===== src/rtl/core_pkg.sv =====
// Shared RV32I core definitions: opcode constants, controller states,
// opcode classes and the datapath control encodings.
package core_pkg;

    localparam logic [6:0] OP_R      = 7'b0110011;
    localparam logic [6:0] OP_I      = 7'b0010011;
    localparam logic [6:0] OP_LOAD   = 7'b0000011;
    localparam logic [6:0] OP_STORE  = 7'b0100011;
    localparam logic [6:0] OP_BRANCH = 7'b1100011;

    typedef enum logic [3:0] {
        S_FETCH,
        S_DECODE,
        S_EXEC_R,
        S_EXEC_I,
        S_MEM_ADDR,
        S_MEM_RD,
        S_MEM_WR,
        S_WB_ALU,
        S_WB_MEM,
        S_BRANCH,
        S_TRAP
    } state_t;

    typedef enum logic [2:0] {
        CLS_R,
        CLS_I,
        CLS_LOAD,
        CLS_STORE,
        CLS_BRANCH,
        CLS_ILLEGAL
    } opclass_t;

    localparam logic [1:0] ALU_ADD   = 2'd0;
    localparam logic [1:0] ALU_SUB   = 2'd1;
    localparam logic [1:0] ALU_FUNCT = 2'd2;

    localparam logic [1:0] SRC_A_PC     = 2'd0;
    localparam logic [1:0] SRC_A_RS1    = 2'd1;
    localparam logic [1:0] SRC_A_OLD_PC = 2'd2;

    localparam logic [1:0] SRC_B_RS2  = 2'd0;
    localparam logic [1:0] SRC_B_FOUR = 2'd1;
    localparam logic [1:0] SRC_B_IMM  = 2'd2;

    typedef struct packed {
        logic       mem_req;
        logic       mem_we;
        logic       iord;
        logic       ir_write;
        logic       pc_write;
        logic       pc_write_cond;
        logic       pc_src;
        logic [1:0] alu_src_a;
        logic [1:0] alu_src_b;
        logic [1:0] alu_op;
        logic       reg_write;
        logic       wb_sel;
        logic       instr_done;
        logic       trap;
    } ctrl_t;

    // All-inactive control word: the value of every output outside the
    // cycles that explicitly drive it, and the forced value during reset.
    function automatic ctrl_t ctrl_idle();
        ctrl_t c;
        c = '0;
        return c;
    endfunction

endpackage


===== src/rtl/opcode_class.sv =====
// Combinational opcode classifier shared by the DECODE and MEM_ADDR steps.
module opcode_class
    import core_pkg::*;
(
    input  logic [6:0] i_opcode,
    output opclass_t   o_class
);

    always_comb begin
        o_class = CLS_ILLEGAL;
        case (i_opcode)
            OP_R:      o_class = CLS_R;
            OP_I:      o_class = CLS_I;
            OP_LOAD:   o_class = CLS_LOAD;
            OP_STORE:  o_class = CLS_STORE;
            OP_BRANCH: o_class = CLS_BRANCH;
            default:   o_class = CLS_ILLEGAL;
        endcase
    end

endmodule


===== src/rtl/multicycle_ctrl.sv =====
// Multi-cycle RV32I control FSM: sequences fetch/decode/execute/memory/
// write-back and drives datapath enables, mux selects and the memory handshake.
module multicycle_ctrl
    import core_pkg::*;
(
    input  logic       clk,
    input  logic       reset,
    input  logic [6:0] opcode,
    input  logic [2:0] funct3,
    input  logic [6:0] funct7,
    input  logic       mem_ready,
    output logic       mem_req,
    output logic       mem_we,
    output logic       iord,
    output logic       ir_write,
    output logic       pc_write,
    output logic       pc_write_cond,
    output logic       pc_src,
    output logic [1:0] alu_src_a,
    output logic [1:0] alu_src_b,
    output logic [1:0] alu_op,
    output logic       reg_write,
    output logic       wb_sel,
    output logic       instr_done,
    output logic       trap
);

    state_t   r_state;
    state_t   w_state_next;
    opclass_t w_class;
    ctrl_t    w_ctrl;

    // funct fields are consumed by the datapath ALU decoder and branch
    // comparator; the sequencer itself never looks at them.
    logic w_unused_funct;
    assign w_unused_funct = ^{funct3, funct7};

    opcode_class u_opcode_class (
        .i_opcode (opcode),
        .o_class  (w_class)
    );

    always_ff @(posedge clk) begin
        if (reset) begin
            r_state <= S_FETCH;
        end else begin
            r_state <= w_state_next;
        end
    end

    always_comb begin
        w_ctrl       = ctrl_idle();
        w_state_next = r_state;

        case (r_state)
            S_FETCH: begin
                w_ctrl.mem_req   = 1'b1;
                w_ctrl.iord      = 1'b0;
                w_ctrl.alu_src_a = SRC_A_PC;
                w_ctrl.alu_src_b = SRC_B_FOUR;
                w_ctrl.alu_op    = ALU_ADD;
                if (mem_ready) begin
                    w_ctrl.ir_write = 1'b1;
                    w_ctrl.pc_write = 1'b1;
                    w_state_next    = S_DECODE;
                end
            end

            S_DECODE: begin
                // Branch target is precomputed here from the old PC.
                w_ctrl.alu_src_a = SRC_A_OLD_PC;
                w_ctrl.alu_src_b = SRC_B_IMM;
                w_ctrl.alu_op    = ALU_ADD;
                case (w_class)
                    CLS_R:               w_state_next = S_EXEC_R;
                    CLS_I:               w_state_next = S_EXEC_I;
                    CLS_LOAD, CLS_STORE: w_state_next = S_MEM_ADDR;
                    CLS_BRANCH:          w_state_next = S_BRANCH;
                    default:             w_state_next = S_TRAP;
                endcase
            end

            S_EXEC_R: begin
                w_ctrl.alu_src_a = SRC_A_RS1;
                w_ctrl.alu_src_b = SRC_B_RS2;
                w_ctrl.alu_op    = ALU_FUNCT;
                w_state_next     = S_WB_ALU;
            end

            S_EXEC_I: begin
                w_ctrl.alu_src_a = SRC_A_RS1;
                w_ctrl.alu_src_b = SRC_B_IMM;
                w_ctrl.alu_op    = ALU_FUNCT;
                w_state_next     = S_WB_ALU;
            end

            S_MEM_ADDR: begin
                w_ctrl.alu_src_a = SRC_A_RS1;
                w_ctrl.alu_src_b = SRC_B_IMM;
                w_ctrl.alu_op    = ALU_ADD;
                if (w_class == CLS_LOAD) begin
                    w_state_next = S_MEM_RD;
                end else begin
                    w_state_next = S_MEM_WR;
                end
            end

            S_MEM_RD: begin
                w_ctrl.mem_req = 1'b1;
                w_ctrl.mem_we  = 1'b0;
                w_ctrl.iord    = 1'b1;
                if (mem_ready) begin
                    w_state_next = S_WB_MEM;
                end
            end

            S_MEM_WR: begin
                w_ctrl.mem_req = 1'b1;
                w_ctrl.mem_we  = 1'b1;
                w_ctrl.iord    = 1'b1;
                if (mem_ready) begin
                    w_ctrl.instr_done = 1'b1;
                    w_state_next      = S_FETCH;
                end
            end

            S_WB_ALU: begin
                w_ctrl.reg_write  = 1'b1;
                w_ctrl.wb_sel     = 1'b0;
                w_ctrl.instr_done = 1'b1;
                w_state_next      = S_FETCH;
            end

            S_WB_MEM: begin
                w_ctrl.reg_write  = 1'b1;
                w_ctrl.wb_sel     = 1'b1;
                w_ctrl.instr_done = 1'b1;
                w_state_next      = S_FETCH;
            end

            S_BRANCH: begin
                w_ctrl.alu_src_a     = SRC_A_RS1;
                w_ctrl.alu_src_b     = SRC_B_RS2;
                w_ctrl.alu_op        = ALU_SUB;
                w_ctrl.pc_write_cond = 1'b1;
                w_ctrl.pc_src        = 1'b1;
                w_ctrl.instr_done    = 1'b1;
                w_state_next         = S_FETCH;
            end

            S_TRAP: begin
                w_ctrl.trap  = 1'b1;
                w_state_next = S_TRAP;
            end

            default: begin
                w_state_next = S_FETCH;
            end
        endcase

        // Reset silences every output in the same cycle, so an abandoned
        // memory request or half-finished instruction causes no writes.
        if (reset) begin
            w_ctrl = ctrl_idle();
        end
    end

    assign mem_req       = w_ctrl.mem_req;
    assign mem_we        = w_ctrl.mem_we;
    assign iord          = w_ctrl.iord;
    assign ir_write      = w_ctrl.ir_write;
    assign pc_write      = w_ctrl.pc_write;
    assign pc_write_cond = w_ctrl.pc_write_cond;
    assign pc_src        = w_ctrl.pc_src;
    assign alu_src_a     = w_ctrl.alu_src_a;
    assign alu_src_b     = w_ctrl.alu_src_b;
    assign alu_op        = w_ctrl.alu_op;
    assign reg_write     = w_ctrl.reg_write;
    assign wb_sel        = w_ctrl.wb_sel;
    assign instr_done    = w_ctrl.instr_done;
    assign trap          = w_ctrl.trap;

endmodule


===== config.mk =====
export PLATFORM = sky130hd
export DESIGN_NAME = multicycle_ctrl
export DESIGN_NICKNAME = d
export VERILOG_FILES = /design/src/rtl/core_pkg.sv /design/src/rtl/opcode_class.sv /design/src/rtl/multicycle_ctrl.sv
export SDC_FILE = /design/constraint.sdc
export NUM_CORES = 1
export LEC_CHECK = 0
export ABC_AREA = 1
export CAP_MARGIN = 20
export CORE_ASPECT_RATIO = 0.9
export CORE_MARGIN = 4
export CORE_UTILIZATION = 32
export DETAILED_ROUTE_END_ITERATION = 8
export GPL_TIMING_DRIVEN = 0
export HOLD_SLACK_MARGIN = 0.05
export PLACE_DENSITY = 0.79
export RECOVER_POWER = 100
export SLEW_MARGIN = 20
export SYNTH_ARGS = -nofsm -noshare
export SYNTH_HDL_FRONTEND = slang
export SYNTH_SLANG_ARGS = --single-unit

===== constraint.sdc =====
create_clock -name clk -period 1.38 [get_ports clk]
set_input_delay 0.207 -clock clk [delete_from_list [all_inputs] [get_ports clk]]
set_output_delay 0.207 -clock clk [all_outputs]
set_load 0.03 [all_outputs]

==> Word-level counts from Yosys, hierarchy flattened <==
Cells that the tools add are included.
Widths: inputs -> output; s select.
{ "totals": {"out_inout_bits": 17, "register_bits": 4} }
{ "op_classes": {"eq_ne": 22, "reduce_logical": 8, "n_mux": 19} }
{ "op_table": {"columns": ["cell", "count"], "rows": [
  ["$pmux 6 s6", 1],
  ["$pmux 4 s7", 1],
  ["$mux 17", 1],
  ["$eq 4x3->1 const B", 4],
  ["$pmux 4 s4", 1],
  ["$pmux 3 s5", 1],
  ["$eq 7x6->1 const B", 2],
  ["$eq 4x4->1 const B", 3],
  ["$mux 4", 3],
  ["$eq 4x2->1 const B", 2],
  ["$mux 2", 4],
  ["$eq 7x2->1 const B", 1],
  ["$eq 7x5->1 const B", 1],
  ["$eq 7x7->1 const B", 1],
  ["$eq 3x2->1 const B", 2],
  ["$ne 2x2->1 const B", 3],
  ["$reduce_or 2->1", 3],
  ["$reduce_or 3->1", 2],
  ["$mux 1", 5],
  ["$eq 4x1->1 const B", 1],
  ["$logic_not 4->1", 1],
  ["$pmux 2 s2", 1],
  ["$eq 3x1->1 const B", 1],
  ["$eq 3x3->1 const B", 1],
  ["3 further kinds", 3]
]} }

==> Longest topological paths before layout <==
{ "depth": {"word_depth": 6, "ltp_mapped": 9, "mapped_depth_nobuf": 9} }

==> Hierarchy <==
A second synthesis with hierarchy kept.
{ "hier_totals": {"cells_unflattened": 100, "area_unflattened_um2": 545.5} }
{ "by_module_without_submodules": {"columns": ["module", "seq_area_each_um2", "area_per_inst_um2", "cells_each", "n_inst"], "rows": [
  ["multicycle_ctrl", 80.1, 464.2, 84, 1],
  ["opcode_class", 0.0, 81.3, 16, 1]
]} }

==> Least setup slack after synthesis <==
Ideal clock, no wire load.
{ "synth_timing": {"path_kind": "register to output", "start": "register r_state[3]", "end": "output pc_write", "n_path_buf": 1, "slack_ps": -471, "arrival_ps": 1644, "stages_incl_launch_ff": 5, "cell_sequence": "dfxtp_1 -> nor2_1 -> nand2_1 -> nor3_1 -> buf_4"} }
{ "synth_between": {"elab_chain_len": 3} }
{ "synth_rtl": {"columns": ["item", "line_no", "rtl"], "rows": [
  ["start: declaration", "multicycle_ctrl.sv:28", "state_t r_state;"],
  ["start signal: assignment", "multicycle_ctrl.sv:47", "r_state <= w_state_next;"],
  ["$logic_not 4->1", "multicycle_ctrl.sv:55", "case (r_state)"],
  ["$mux 2", "multicycle_ctrl.sv:55", null],
  ["$mux 17", "multicycle_ctrl.sv:163", "if (reset) begin"],
  ["end: declaration", "multicycle_ctrl.sv:16", "output logic pc_write,"]
]} }
Every way passes these cells.

==> Worst setup path in the final report <==
{ "layout_timing": {"start": "register r_state[3]", "end": "output alu_src_a[0]"} }
{ "layout_between": {"elab_chain_len": 3} }
{ "layout_rtl": {"columns": ["item", "line_no", "rtl"], "rows": [
  ["$eq 4x4->1, or another cell as far along", "multicycle_ctrl.sv:55", null],
  ["$pmux 6 s6 *", "multicycle_ctrl.sv:55", null],
  ["$mux 17 *", "multicycle_ctrl.sv:163", null],
  ["end: declaration", "multicycle_ctrl.sv:19", "output logic [1:0] alu_src_a,"]
]} }
Mark *: on every way between the ends. The rest lies on a longest branch, timed or not.

==> results.toml <==
[status]
status = "finished, violations left"
violations = "negative setup slack"

[worst_hold_path]
holdPathStages = 2
worstHoldPathType = "input port to flop"

[clocking]
clock_latency_ns = 0.23
htreeDepth = 1
clk_pin_slew_ns = 0.04
root_buffer = "clkbuf_4"
cts_buffers = 3
ctsHoldBuffers = 0
cts_tree = "built"
clockBufferDepth = 2
clock-sinks = 4

[layout]
final_common_cell = "nand2_1"
fin_area_sq_um = 962.2
n_antenna_cell = 0
top_regs = "r_state (4)"
largest_reg_flops = 4
regMostFlops = "r_state"
finish.utilization_pct = 72.82
layout-drive-gt1-share_pct = 55.56
final_cell_mix = "19 x nand2_1, 16 x buf_4, 9 x buf_6, 8 x inv_1, 8 x clkdlybuf4s50_1"
nets = 148
area_growth_pct = 101.3

[place]
place_area_sq_um = 780.7
gp_congestion = 0.8945
hpwlAfterDp_microns = 1194
port_buffers = 25

[logic_synthesis]
ys_seq_area_share_pct = 16.75
yosys_warnings = 0
synth_area_per_cell_sq_um = 5.195
syn_nets = 112
yosysUniqueCellTypes = 18
syn_inst = 92
synth_area_sq_um = 478.0
yosys_register_bits = 4

[sta]
setup_viol = 13
timing.fmax_ghz = 0.6519
slew_violations = 0
setup_slack_ns = -0.1540
hold_ws_ns = 0.3164
final_hold_viol_count = 0
fin_crit_ns = 1.534
slew_headroom_pct = 81.86
finalCritPeriodShare_pct = 111.2
skew_ns = 0.001037
rsz0062_at_grt = "yes"
tightest_slew_ns = 0.2720

[worst_setup_path]
worstPathCellList = "nor2_4, inv_2, nor2_4, inv_2, nand2_2, a21oi_2, nor2_2, buf_6"
r2r_cells = 9
cp_slowest_cell = "dfxtp_4"
crit_fanout = 3
worstSetupEndpointType = "primary output"
cp_top_family = "simple AND/OR/NAND/NOR gates"
path_buf_inv = 3
critPathLaunchType = "flop"
critPathKind = "flop to primary output"
crit_cells = 8
crit_arrival_ns = 1.33
critical_path.max_stage_delay_ns = 0.35
cp.required_ns = 1.17

[power]
p_per_area_nw_per_um2 = 1967
vdd_drop_max_mv = 1.144
p_leak_nw = 0.4735

[grt]
grt_pass1_wl_microns = 2573
overflow = 0
antenna_found_initial = 0
grt_pass1_vias = 598
track_usage_pct = 14.80
grt_max_degree = 11

[route]
drt_pre_antenna_iters = 4
detail-route-antenna-nets = 0
num_vias = 702
avgViaCountPerCell = 5.014
drc = 0
drt_iter0_markers = 18
routed_wirelength_microns = 1687
wl_per_cell_microns = 12.05

[die]
dieHeight_microns = 44.67
row_count = 12
die_w_microns = 48.74
start_util_pct = 36.17
coreArea_sq_um = 1321
top_level_ports = 37
dieArea_sq_um = 2177

[run]
maxCapViolations = 0
## path summary, 6_finish.rpt
path / from / endpoint / slack, ns
worst min register to register: r_state[2] / r_state[2] / 0.53
worst min-delay path: reset / r_state[2] / 0.32
worst max register to register: r_state[2] / r_state[0] / 0.10
worst max-delay path: r_state[3] / alu_src_a[0] / -0.15
## per-layer routing
| layer | global-route usage, % | up-vias | routed length, microns | part of all wire, % |
|---|---|---|---|---|
| li1 | - | 362 | - | - |
| met1 | 18.09 | 305 | 693 | 41 |
| met2 | 25.00 | 31 | 834 | 49 |
| met3 | 3.030 | 4 | 121 | 7.2 |
| met4 | 6.989 | 0 | 37 | 2.2 |
| met5 | 0 | - | 0 | 0 |
## cells by family after synthesis
kind of cell	after synthesis	share of synthesized area, %
and+or+nand+nor	55	50.26
DFF	4	16.75
AOI/OAI and AO/OA	12	14.66
buffers and inverters	21	18.32
## worst register-to-register path: cells and delay by family, from the launching register on
family / cells / cell delay, ns
and+or+nand+nor: 5 / 0.47
buffers and inverters: 3 / 0.25
AOI/OAI and AO/OA: 1 / 0.11
DFF: 1 / 0.37
## layout make-up
type,count,area [sq um]
Timing Repair Buffer,31,286.5
Clock buffer,3,22.52
Buffer,4,25.02
Tap cell,14,17.52
Sequential cell,4,95.09
Multi-Input combinational cell,67,444.2
Fill cell,107,359.1
Inverter,17,71.32
## stage by stage
step / std cells / TNS (ns) / power (mW) / setup WS (ns)
2_1_floorplan: 92 / -0.2664 / 0.9426 / -0.08997
3_3_place_gp: 131 / -7.513 / 1.250 / -0.5815
3_5_place_dp: 131 / -7.855 / 1.265 / -0.5950
4_1_cts: 136 / -0.9218 / 1.594 / -0.1560
5_1_grt: 140 / -2.119 / 2.028 / -0.2240
6_report: 140 / -1.034 / 1.893 / -0.1540
## report_power, final
part / internal (mW) / leakage (nW) / switching [mW] / total, mW
Clock: 0.0970 / 0.0138 / 0.0436 / 0.141
Sequential: 0.187 / 0.0356 / 0.0991 / 0.286
Combinational: 0.610 / 0.424 / 0.857 / 1.47
## repair_timing
item,CTS,global route
setup buffers,2,4
endpoints found under the setup margin,18,19
resized for setup,134,25
pin swaps,6,9
## cell usage after synthesis
cell | instances | area [sq um]
a21oi_1 | 7 | 35.03
a21oi_2 | 2 | 17.52
a31oi_1 | 2 | 12.51
buf_1 | 1 | 3.750
buf_2 | 1 | 5.000
buf_4 | 2 | 15.01
dfxtp_1 | 4 | 80.08
inv_1 | 14 | 52.55
inv_2 | 3 | 11.26
nand2_1 | 24 | 90.09
nand2_2 | 3 | 18.77
nand3_1 | 5 | 25.02
nand3_2 | 1 | 10.01
nand4_1 | 1 | 6.260
nor2_1 | 13 | 48.80
nor2_2 | 1 | 6.260
nor3_1 | 7 | 35.03
o21ai_0 | 1 | 5.000
No activity file was read; power rests on OpenSTA's default activity.
